==> src/rtl/demux14_pkg.sv <==
// Shared types and constants for the demux14 operand dispatcher.
// Lane count is fixed at four by the 2-bit lane select.
package demux14_pkg;
    localparam int LANES     = 4;
    localparam int DEF_WIDTH = 16;
    localparam int DEF_CNT_W = 8;

    typedef logic [1:0] lane_sel_t;

    function automatic logic [LANES-1:0] sel_dec(input lane_sel_t s);
        return LANES'(1) << s;
    endfunction
endpackage

==> src/rtl/demux14_if.sv <==
// Dispatcher bus: one upstream operand-pair channel, four lane outputs and counters.
// master = upstream producer/lane consumers, slave = the dispatcher.
interface demux14_if
    import demux14_pkg::*;
#(
    parameter int WIDTH = DEF_WIDTH,
    parameter int CNT_W = DEF_CNT_W
);
    logic                              in_valid;
    logic                              in_ready;
    lane_sel_t                         in_sel;
    logic [WIDTH-1:0]                  in_a;
    logic [WIDTH-1:0]                  in_b;
    logic [LANES-1:0]                  out_valid;
    logic [LANES-1:0]                  out_ready;
    logic [LANES-1:0][WIDTH-1:0]       out_a;
    logic [LANES-1:0][WIDTH-1:0]       out_b;
    logic [LANES-1:0][CNT_W-1:0]       issue_cnt;

    modport master (
        output in_valid, in_sel, in_a, in_b, out_ready,
        input  in_ready, out_valid, out_a, out_b, issue_cnt
    );

    modport slave (
        input  in_valid, in_sel, in_a, in_b, out_ready,
        output in_ready, out_valid, out_a, out_b, issue_cnt
    );
endinterface

==> src/rtl/demux14_lane.sv <==
// One dispatcher lane: one-entry operand register with valid bit and
// a wrapping count of accepted transactions.
module dispatch_lane #(
    parameter int WIDTH = 16,
    parameter int CNT_W = 8
) (
    input  logic             clk,
    input  logic             rst_n,
    input  logic             load,
    input  logic             pop,
    input  logic [WIDTH-1:0] a,
    input  logic [WIDTH-1:0] b,
    output logic             valid,
    output logic [WIDTH-1:0] a_q,
    output logic [WIDTH-1:0] b_q,
    output logic [CNT_W-1:0] count
);
    always_ff @(posedge clk or negedge rst_n) begin
        if (!rst_n) begin
            valid <= 1'b0;
            a_q   <= '0;
            b_q   <= '0;
            count <= '0;
        end else if (load) begin
            // load wins over pop so a same-edge pop+load leaves no bubble
            valid <= 1'b1;
            a_q   <= a;
            b_q   <= b;
            count <= count + CNT_W'(1);
        end else if (pop) begin
            valid <= 1'b0;
        end
    end
endmodule

==> src/rtl/demux14.sv <==
// One-to-four operand dispatcher: decodes in_sel, muxes in_ready from the
// selected lane, and packs the four lane registers onto the bus.
module demux14
    import demux14_pkg::*;
#(
    parameter int WIDTH = DEF_WIDTH,
    parameter int CNT_W = DEF_CNT_W
) (
    input  logic      clk,
    input  logic      rst_n,
    demux14_if.slave  bus
);
    logic [LANES-1:0]            load;
    logic [LANES-1:0]            pop;
    logic [LANES-1:0]            vld;
    logic [LANES-1:0][WIDTH-1:0] a_q;
    logic [LANES-1:0][WIDTH-1:0] b_q;
    logic [LANES-1:0][CNT_W-1:0] cnt;
    logic                        rdy;

    // Ready depends only on the target lane, never on in_valid.
    assign rdy  = !vld[bus.in_sel] || bus.out_ready[bus.in_sel];
    assign load = sel_dec(bus.in_sel) & {LANES{bus.in_valid & rdy}};
    assign pop  = vld & bus.out_ready;

    for (genvar g = 0; g < LANES; g++) begin : g_lane
        dispatch_lane #(.WIDTH(WIDTH), .CNT_W(CNT_W)) u_lane (
            .clk   (clk),
            .rst_n (rst_n),
            .load  (load[g]),
            .pop   (pop[g]),
            .a     (bus.in_a),
            .b     (bus.in_b),
            .valid (vld[g]),
            .a_q   (a_q[g]),
            .b_q   (b_q[g]),
            .count (cnt[g])
        );
    end

    assign bus.in_ready  = rdy;
    assign bus.out_valid = vld;
    assign bus.out_a     = a_q;
    assign bus.out_b     = b_q;
    assign bus.issue_cnt = cnt;
endmodule

==> src/flat_wrapper.sv <==
// flat-port wrapper written by rule: the top's interface ports become plain ports
module demux14_flat import demux14_pkg::*;
#(
    parameter int WIDTH = DEF_WIDTH,
    parameter int CNT_W = DEF_CNT_W
)
  (clk, rst_n, bus_in_valid, bus_in_sel, bus_in_a, bus_in_b, bus_out_ready, bus_in_ready, bus_out_valid, bus_out_a, bus_out_b, bus_issue_cnt);
  demux14_if #(.WIDTH(WIDTH), .CNT_W(CNT_W)) bus_i ();
  input  logic clk;
  input  logic rst_n;
  input wire logic [$bits(bus_i.in_valid)-1:0] bus_in_valid;
  input wire logic [$bits(bus_i.in_sel)-1:0] bus_in_sel;
  input wire logic [$bits(bus_i.in_a)-1:0] bus_in_a;
  input wire logic [$bits(bus_i.in_b)-1:0] bus_in_b;
  input wire logic [$bits(bus_i.out_ready)-1:0] bus_out_ready;
  output wire logic [$bits(bus_i.in_ready)-1:0] bus_in_ready;
  output wire logic [$bits(bus_i.out_valid)-1:0] bus_out_valid;
  output wire logic [$bits(bus_i.out_a)-1:0] bus_out_a;
  output wire logic [$bits(bus_i.out_b)-1:0] bus_out_b;
  output wire logic [$bits(bus_i.issue_cnt)-1:0] bus_issue_cnt;
  assign bus_i.in_valid = bus_in_valid;
  assign bus_i.in_sel = bus_in_sel;
  assign bus_i.in_a = bus_in_a;
  assign bus_i.in_b = bus_in_b;
  assign bus_i.out_ready = bus_out_ready;
  assign bus_in_ready = bus_i.in_ready;
  assign bus_out_valid = bus_i.out_valid;
  assign bus_out_a = bus_i.out_a;
  assign bus_out_b = bus_i.out_b;
  assign bus_issue_cnt = bus_i.issue_cnt;
  demux14 #(.WIDTH(WIDTH), .CNT_W(CNT_W)) u_core (.clk(clk), .rst_n(rst_n), .bus(bus_i));
endmodule
==> config.mk <==
export PLATFORM = sky130hd
export DESIGN_NAME = demux14_flat
export DESIGN_NICKNAME = d
export VERILOG_FILES = /design/src/rtl/demux14_pkg.sv /design/src/rtl/demux14_if.sv /design/src/rtl/demux14_lane.sv /design/src/rtl/demux14.sv /design/src/flat_wrapper.sv
export SDC_FILE = /design/constraint.sdc
export NUM_CORES = 1
export LEC_CHECK = 0
export CORE_UTILIZATION = 36
export DETAILED_ROUTE_END_ITERATION = 10
export DONT_BUFFER_PORTS = 1
export GPL_ROUTABILITY_DRIVEN = 0
export HOLD_SLACK_MARGIN = 0.02
export PLACE_DENSITY = 0.55
export SKIP_CTS_REPAIR_TIMING = 1
export SLEW_MARGIN = 20
export SYNTH_ARGS = -nofsm -noshare
export SYNTH_HDL_FRONTEND = slang
export SYNTH_SLANG_ARGS = --single-unit
==> constraint.sdc <==
create_clock -name clk -period 2.6 [get_ports clk]
set_clock_uncertainty 0.1 [all_clocks]
set_input_delay 0.26 -clock clk [delete_from_list [all_inputs] [get_ports clk]]
set_output_delay 0.26 -clock clk [all_outputs]
set_load 0.02 [all_outputs]
==> results.cfg <==
[final_layout]
syn2layout_area_growth_pct = 16.9
final_cell_mix = 164 x dfrtp_1, 108 x nand2_1, 95 x mux2_2
antenna_cells = 0
layout_commonest_cell = dfrtp_1
drive_gt1_frac = 0.268
fin_cells = 754
ff_latch_area_um2 = 4100
multiInputGateArea_um2 = 2140
nFillCells = 1614
nets = 564

[synthesis]
synth_top_cell_by_area = dfrtp_1
yosys.area_share.adder = 0.00775
ys_seq_area_frac = 0.636
synth-xor-area-share = 0.0380
yosysTopAreaCellShare = 0.636
synth-compound-area-share = 0.00271
synth_flop_cell = dfrtp_1
synth_area_um2 = 6460
synth_warnings = 0
syn-instance-count = 476
synth_fp_nets = 521
synthArstFlopShare = 1.00
avgSynthCellArea_um2 = 13.6
synth_area_leaders = dfrtp_1 64%, mux2_2 17%, nand2_1 6.3%, xnor2_1 3.0%, buf_4 1.3%
synth_cell_types = 31
synth_top_family_by_area = multiplexers
synth-simple-area-share = 0.109
synthMuxAreaShare = 0.173
ys_ff_latch = 164
synth_edf_count = 0

[floorplanning]
ios = 206
die_w_um = 136
die_y_um = 136
fp-row-count = 48
core_area_um2 = 17400
start_util = 0.371
design.die.area_um2 = 18500

[clocking]
h-tree-depth = 4
path_clk_slew_ns = 0.06
cts_tree = built
clk_path_buf_depth = 2
cts_made_buffers = 17
clock_latency_ns = 0.42
clock-root-buffer = clkbuf_16
cts_sinks = 164

[worst_setup_path]
max_stage_delay_ns = 0.47
crit_type = reg2out
critical_path.max_fanout = 3
critPathRequiredTime_ns = 2.24
start_kind = flip-flop
arrival_ns = 1.68
endpoint_kind = output pin
cpMaxStageDelayCell = dfrtp_1
crit_chain = nor2b_1, nand2_1, o211ai_1, o21ai_0, buf_4

[status]
outcome = finished, violations left
violations = hold timing

[timing]
worst_slew_pin_slew_ns = 0.470
drv_slew = 0
slew_headroom = 0.684
setup_ws_ns = 0.562
rsz0062_at_grt = false
hold_viol = 164
fmax_ghz = 0.491
post-route-min-period_ns = 2.04
period_share = 0.784
fin_setup_tns_ns = 0
setup_violations = 0
hold_ws_ns = -0.562

[grt]
grt_max_degree = 165
gr-total-overflow = 0
antenna_found_initial = 0
grt_usage = 0.161
grt_pass1_wl_um = 21900
grt_pass1_vias = 3711

[drt]
avgRoutedWirePerCell_um = 19.6
dr.pass1.iters = 4
drt_iter0_markers = 175
vias = 3692
detail-route-antenna-nets = 0
via_per_inst = 4.90
drc = 0
wl_um = 14800

[run]
drv_cap = 0

[placed_design]
place.detailed.hpwl_um = 9850
io_buffers = 0
place_ws_ns = 0.750
placed_cells = 687

[power_and_ir_drop]
ir_worst_vdd_mv = 0.490
total_leakage_power_nw = 3.37
power_density_nw_per_um2 = 988

[hold_path]
hp-class = in2async
worst paths after layout:
check / startpoint / endpoint / slack, ns / depth (start not counted)
max: u_core.g_lane[3].u_lane.valid / bus_in_ready / 0.56 / 5
min: rst_n / u_core.g_lane[3].u_lane.a_q[4] / -0.56 / 0
max reg2reg: u_core.g_lane[1].u_lane.valid / u_core.g_lane[1].u_lane.b_q[11] / 0.77 / 4
min reg2reg: u_core.g_lane[1].u_lane.count[7] / u_core.g_lane[1].u_lane.count[7] / 0.51 / 1
max in group asynchronous: rst_n / u_core.g_lane[2].u_lane.b_q[4] / 2.65 / 0
min in group clk: bus_in_sel[0] / u_core.g_lane[1].u_lane.count[3] / 0.07 / 3
report_power, final:
| part | switching (mW) | internal [mW] |
|---|---|---|
| sequential | 1.22 | 3.09 |
| combinational | 0.293 | 0.448 |
| clock | 0.992 | 1.42 |
metrics by stage:
stage | hold slack, ns | util | cell area, um2 | power [mW]
4_1_cts | -0.586 | 0.412 | 7170 | 7.50
3_5_place_dp | -0.132 | 0.380 | 6620 | 5.05
6_report | -0.562 | 0.434 | 7550 | 7.46
3_3_place_gp | -0.132 | 0.380 | 6620 | 4.99
2_1_floorplan | -0.136 | - | 6460 | 4.76
5_1_grt | -0.592 | 0.434 | 7550 | 7.83
critical path: cells and delay by family, from the launching register on:
kind | cells | cell delay (ns)
simple gates | 2 | 0.42
buf+inv | 1 | 0.17
compound gates | 2 | 0.20
flops | 1 | 0.47
sequential cells by signal (all words and copies together) (netlist names):
name,count
u_core.g_lane.u_lane.a_q,64
u_core.g_lane.u_lane.valid,4
u_core.g_lane.u_lane.b_q,64
u_core.g_lane.u_lane.count,32
area by class of cell:
class / instances / share of cell area
sequential: 164 / 0.543
multi-input combinational: 286 / 0.284
timing repair buffer: 49 / 0.0613
clock buffer: 20 / 0.0592
tap: 225 / 0.0373
clock inverter: 9 / 0.0143
inverter: 1 / 0.000497
logic make-up (layout without fill, tap and decap cells):
group                      count (synthesis)  after routing
and+or+nand+nor                          152            152
xor gates and xnor gates                  28             28
buffers and inverters                     26             79
muxes                                     99             99
DFF                                      164            164
AOI/OAI and AO/OA                          3              3
adders and majority gates                  4              4
per-layer routing:
layer,wire length (um),up-vias,track usage
li1,-,1680,-
met4,167,0,0.0599
met5,0,-,0
met3,1330,9,0.0697
met2,7200,122,0.260
met1,6050,1881,0.190
cells in the mapped netlist (2+ instances only):
cell and n:
and2_1 2, and3_1 5, and4_1 2, buf_2 5, buf_4 11, buf_6 6
buf_8 3, dfrtp_1 164, ha_1 4, mux2_1 4, mux2_2 95, nand2_1 108
nand2b_1 3, nand3_1 12, nand4_1 7, nor2b_1 2, nor4_2 2, o21ai_0 2
xnor2_1 22, xor2_1 6
(Power assumes the default switching activity.)
